==> src/rtl/gate_exerciser.sv <==
// -----------------------------------------------------------------------------
// gate_exerciser
//   On-chip self-test driver/checker for a 2-input combinational gate (GUT).
//   A run drives the four {a,b} vectors 00,01,10,11 into the GUT, LOOPS times.
//   Each vector is held for SETTLE_CYCLES cycles. At the end of that hold, gut_y
//   is sampled and compared against TRUTH_TABLE[{a,b}]. The run reports:
//   pass/fail, a saturating mismatch count, and the first failing vector.
//
// Parameters
//   TRUTH_TABLE    expected y indexed by {a,b}; bit0 = vector 00 (NAND default)
//   SETTLE_CYCLES  cycles each vector is held before sampling (>= 1)
//   LOOPS          passes over the four vectors per run (>= 1)
//   CNT_W          width of err_count (saturating)
//
// Ports
//   clk               in   rising-edge clock
//   rst_n             in   asynchronous active-low reset
//   start             in   run request, sampled only in IDLE
//   gut_a, gut_b      out  registered GUT inputs
//   gut_y             in   GUT output, sampled synchronously
//   busy              out  high while a run is in progress
//   done              out  one-cycle pulse at end of run
//   pass              out  no mismatches in the last run; held until next start
//   err_count         out  mismatches in the last run, saturating
//   first_fail_valid  out  at least one mismatch in the last run
//   first_fail_vec    out  {a,b} of the first mismatch; 0 if none
// -----------------------------------------------------------------------------
module gate_exerciser #(
    parameter logic [3:0] TRUTH_TABLE   = 4'b0111,
    parameter int          SETTLE_CYCLES = 1,
    parameter int          LOOPS         = 1,
    parameter int          CNT_W         = 8
) (
    input  logic             clk,
    input  logic             rst_n,
    input  logic             start,
    output logic             gut_a,
    output logic             gut_b,
    input  logic             gut_y,
    output logic             busy,
    output logic             done,
    output logic             pass,
    output logic [CNT_W-1:0] err_count,
    output logic             first_fail_valid,
    output logic [1:0]       first_fail_vec
);

    localparam int SET_W  = $clog2(SETTLE_CYCLES + 1);
    localparam int LOOP_W = $clog2(LOOPS + 1);

    localparam logic [SET_W-1:0]  SETTLE_LAST = SET_W'(SETTLE_CYCLES - 1);
    localparam logic [LOOP_W-1:0] LOOP_LAST   = LOOP_W'(LOOPS - 1);

    typedef enum logic [1:0] {
        ST_IDLE = 2'd0,
        ST_RUN  = 2'd1,
        ST_DONE = 2'd2
    } state_t;

    state_t            r_state;
    logic [1:0]        r_vec;
    logic [SET_W-1:0]  r_settle;
    logic [LOOP_W-1:0] r_loop;
    logic              r_busy;
    logic              r_done;
    logic              r_pass;
    logic [CNT_W-1:0]  r_err;
    logic              r_ffv;
    logic [1:0]        r_ffvec;

    logic              w_sample;
    logic              w_mismatch;
    logic              w_last;
    logic [CNT_W-1:0]  w_err_next;

    // NOTE: every signal gets a default at the top of always_comb so no path
    // leaves it unassigned; otherwise synthesis would infer a latch.
    always_comb begin
        w_sample   = 1'b0;
        w_mismatch = 1'b0;
        w_last     = 1'b0;
        w_err_next = r_err;
        if (r_state == ST_RUN && r_settle == SETTLE_LAST) begin
            w_sample   = 1'b1;
            w_mismatch = (gut_y != TRUTH_TABLE[r_vec]);
            w_last     = (r_vec == 2'b11) && (r_loop == LOOP_LAST);
        end
        // Saturate instead of wrapping so a long failing run never reads as clean.
        if (w_mismatch && r_err != {CNT_W{1'b1}}) begin
            w_err_next = r_err + 1'b1;
        end
    end

    // NOTE: sequential state uses non-blocking assignments only, so every
    // register sees the pre-edge value of every other register.
    always_ff @(posedge clk or negedge rst_n) begin
        if (!rst_n) begin
            r_state  <= ST_IDLE;
            r_vec    <= 2'b00;
            r_settle <= '0;
            r_loop   <= '0;
            r_busy   <= 1'b0;
            r_done   <= 1'b0;
            r_pass   <= 1'b0;
            r_err    <= '0;
            r_ffv    <= 1'b0;
            r_ffvec  <= 2'b00;
        end else begin
            r_done <= 1'b0;
            case (r_state)
                ST_IDLE: begin
                    if (start) begin
                        r_state  <= ST_RUN;
                        r_vec    <= 2'b00;
                        r_settle <= '0;
                        r_loop   <= '0;
                        r_busy   <= 1'b1;
                        r_pass   <= 1'b0;
                        r_err    <= '0;
                        r_ffv    <= 1'b0;
                        r_ffvec  <= 2'b00;
                    end
                end

                ST_RUN: begin
                    if (w_sample) begin
                        r_settle <= '0;
                        r_err    <= w_err_next;
                        if (w_mismatch && !r_ffv) begin
                            r_ffv   <= 1'b1;
                            r_ffvec <= r_vec;
                        end
                        // 11 wraps to 00, which also returns the GUT inputs
                        // to 00 once the run is over.
                        r_vec <= r_vec + 2'd1;
                        if (r_vec == 2'b11) begin
                            r_loop <= r_loop + 1'b1;
                        end
                        if (w_last) begin
                            r_state <= ST_DONE;
                            r_busy  <= 1'b0;
                            r_done  <= 1'b1;
                            // Use the count including this final comparison.
                            r_pass  <= (w_err_next == '0);
                        end
                    end else begin
                        r_settle <= r_settle + 1'b1;
                    end
                end

                ST_DONE: begin
                    r_state <= ST_IDLE;
                end

                default: begin
                    r_state <= ST_IDLE;
                end
            endcase
        end
    end

    assign gut_a            = r_vec[1];
    assign gut_b            = r_vec[0];
    assign busy             = r_busy;
    assign done             = r_done;
    assign pass             = r_pass;
    assign err_count        = r_err;
    assign first_fail_valid = r_ffv;
    assign first_fail_vec   = r_ffvec;

endmodule
==> config.mk <==
export PLATFORM = sky130hd
export DESIGN_NAME = gate_exerciser
export DESIGN_NICKNAME = d
export VERILOG_FILES = /design/src/rtl/gate_exerciser.sv
export SDC_FILE = /design/constraint.sdc
export NUM_CORES = 1
export LEC_CHECK = 0
export ABC_AREA = 1
export CORE_ASPECT_RATIO = 0.9
export CORE_MARGIN = 4
export CORE_UTILIZATION = 50
export CTS_CLUSTER_SIZE = 40
export DETAILED_ROUTE_END_ITERATION = 10
export GPL_TIMING_DRIVEN = 1
export PLACE_DENSITY = 0.76
export SLEW_MARGIN = 20
export SYNTH_ARGS = -nofsm -noshare
export SYNTH_HDL_FRONTEND = slang
export SYNTH_SLANG_ARGS = --single-unit
==> constraint.sdc <==
create_clock -name clk -period 3.65 [get_ports clk]
set_input_delay 0.365 -clock clk [delete_from_list [all_inputs] [get_ports clk]]
set_output_delay 0.365 -clock clk [all_outputs]
set_load 0.05 [all_outputs]
==> impl_metrics.csv <==
group,metric,value,unit
critical_path,r2r_start,"err_count[0]$_DFFE_PN0P_",
floorplan,die_h,53.69,um
sta,setup_slack,1.622,ns
critical_path,worstSetupStartpointType,"flop",
placement,gp_congestion,0.9230,
placement,dp_hpwl,1.977,mm
critical_path,critical_path_arrival,1.66,ns
critical_path,slowest_stage,"clkdlybuf4s50_1",
synth,yosys_warnings,0,
pwr,irDropWorstVdd,0.0006575,V
pwr,p_int,634.0,uW
sta,finalClockSkew,0.001487,ns
synth,netlist_top_cells_count,"41 x nand2_1, 21 x inv_1, 20 x dfrtp_1",
layout,fin_area,1406,um2
clock_tree,insertion_delay,0.28,ns
layout,syn_to_final_growth,21.25,%
sta,maxSlewHeadroom,42.01,%
clock_tree,clockBufferDepth,2,
critical_path,cp_num_cells,1,
pwr,power.switching,777.3,uW
clock_tree,hold_buffers,0,
synth,synth_area_leaders,"dfrtp_1 43%, nand2_1 13%, inv_1 6.8%, o21ai_0 5.6%, nand3_1 4.7%",
synth,yosysUniqueCellTypes,24,
sta,hold_viol,0,
critical_path,endpoint_kind,"primary output",
pwr,leakage,0.6782,nW
synth,synth-edff-count,0,
worst_hold_path,hold_class,"reg2reg",
critical_path,rrSetupSlack,1.91,ns
detailed_routing,vias,1063,
synth,yosysTopAreaCell,"dfrtp_1",
clock_tree,cts_tree,"built",
synth,yosysSeqAreaShare,43.15,%
pwr,swShare,55.08,%
clock_tree,numCtsBuffers,3,
floorplan,rows,16,
synth,yosys_register_bits,20,
grt,antenna_found_initial,0,
synth,netlist_area,1160,um2
critical_path,crit_required,3.28,ns
critical_path,r2r_cells,11,
detailed_routing,antenna_left,0,
sta,fin_crit_sh,55.57,%
clock_tree,clk_pin_slew,0.10,ns
detailed_routing,wl_per_cell,12.74,um
clock_tree,cts_resized,0,
grt,grt_max_degree,21,
layout,num-nets-final,182,
sta,period_minus_slack,2.028,ns
synth,synthCells,151,
detailed_routing,drt_iter0_drc,53,
detailed_routing,drc_errors,0,
worst_hold_path,hold_start,"busy$_DFFE_PN0P_",
grt,globalRoute.totalOverflow,0,
layout,drive_gt1_share,11.56,%
critical_path,path_buf_inv,1,
floorplan,fp.dieW,58.77,um
pwr,p_seq_share,28.7,%
placement,dpl_worst_slack,1.739,ns
floorplan,core-area,2202,um2
status,status,"finished clean",
floorplan,ios,20,
clock_tree,postCtsSetupRepairBufs,0,
run,drv_cap,0,
floorplan,start_util,52.67,%
synth,synth_ff_type,"dfrtp_1",
critical_path,critPathMaxFanout,7,
detailed_routing,routed_wl,2.548,mm
synth,yosysMostFrequentCell,"nand2_1",
pwr,p_clk_share,6.8,%
sta,worstMarginPinSlew,0.8672,ns
sta,fmax,0.4930,GHz
detailed_routing,firstDrtPassIters,4,
sta,drv_slew,0,
synth,synth_top_area_share,43.15,%
critical_path,r2r-end,"pass$_DFFE_PN0P_",
grt,grt_pass1_vias,987,
synth,async_reset_ff_share,100.0,%
critical_path,cp_top_family,"buffers and inverters",
floorplan,die_area,3155,um2
sta,tns,0,ns
pwr,comb_power_share,64.4,%
critical_path,crit_type,"reg2out",
placement,placed_area,1384,um2
grt,grt_pass1_wl,4.236,mm
synth,syn_area_per_cell,7.681,um2
clock_tree,cts_sinks,20,
sta,rsz0062_at_grt,"false",
placement,numPortBuffers,19,
synth,syn-num-nets,158,
clock_tree,h-tree-depth,1,
detailed_routing,vias_per_cell,5.315,
layout,diodes,0,
pwr,p_per_area,1003,nW/um2
grt,grt_usage,18.02,%
critical_path,slowest_delay,0.86,ns
critical_path,setup.worst_path.end,"err_count[2]",
sta,fin_hold_ws,0.5117,ns
critical_path,worstPathCellList,"clkdlybuf4s50_1",
sta,setup_viol,0,
critical_path,crit_path_start,"err_count[2]$_DFFE_PN0P_",
clock_tree,cts-root-buf,"clkbuf_4",
==> logic make-up (layout without fill, tap and decap cells) <==
logic type,Yosys count,in the layout,share of synthesized area [%]
xor+xnor,1,1,0.7553
buf+inv,25,47,8.091
simple gates,80,80,34.20
flops,20,20,43.15
fa+ha+maj,3,3,3.237
compound gates,22,22,10.57
==> worst min path at each step <==
stage                                     to  slack, ns  cells past startpoint
2_1_floorplan               busy$_DFFE_PN0P_       0.07                      0
3_3_place_gp                busy$_DFFE_PN0P_       0.48                      2
3_5_place_dp                busy$_DFFE_PN0P_       0.49                      2
4_1_cts                     busy$_DFFE_PN0P_       0.51                      2
5_1_grt        first_fail_vec[1]$_DFFE_PN0P_       0.57                      2
6_report                    busy$_DFFE_PN0P_       0.51                      2
==> cells in the final DEF, fill, tap and decap left out, types with 2 or more instances in the layout <==
master and count:
nand2_2 6, o21ai_0 13, clkdlybuf4s50_1 19, nor2_2 2, dfrtp_1 20, inv_2 3, clkbuf_4 3, nand3_1 11
nand2_4 2, nand2_1 41, nor2_1 10, inv_1 21, ha_1 3, nand4_1 2, o22ai_1 5, nor3_1 2
==> layout make-up <==
type	count	area (um2)
clock buffer	3	22.52
fill	183	795.8
inverter	25	93.84
multi-input combinational	106	565.5
sequential	20	500.5
tap	27	33.78
timing repair buffer	19	190.2
==> power groups by stage <==
| stage | logic [mW] | clock network (mW) | registers, mW |
|---|---|---|---|
| finish | 0.909 | 0.0965 | 0.406 |
| global route | 0.998 | 0.112 | 0.419 |
| CTS | 0.913 | 0.102 | 0.403 |
| detailed placement | 0.909 | 0 | 0.408 |
| global placement | 0.890 | 0 | 0.406 |
| floorplan | 0.397 | 0 | 0.648 |
==> state kept, by name, summed over array words and instances, names as in the netlist <==
register / flops
first_fail_valid: 1
err_count: 8
r_loop: 1
first_fail_vec: 2
r_vec: 2
r_state: 2
busy: 1
r_settle: 1
done: 1
pass: 1
==> metal layers <==
metal	part of all wire, %	GRT usage [%]
met1	43	21.62
met2	49	29.78
met3	6.1	4.556
met4	1.6	9.811
met5	0	0
==> through the flow <==
step	instances	power [mW]	util, %
3_3_place_gp	197	1.296	62.84
4_1_cts	200	1.418	63.86
6_report	200	1.411	63.86
3_5_place_dp	197	1.317	62.84
2_1_floorplan	151	1.045	-
5_1_grt	200	1.530	63.86
No activity file was read; power rests on OpenSTA's default activity.
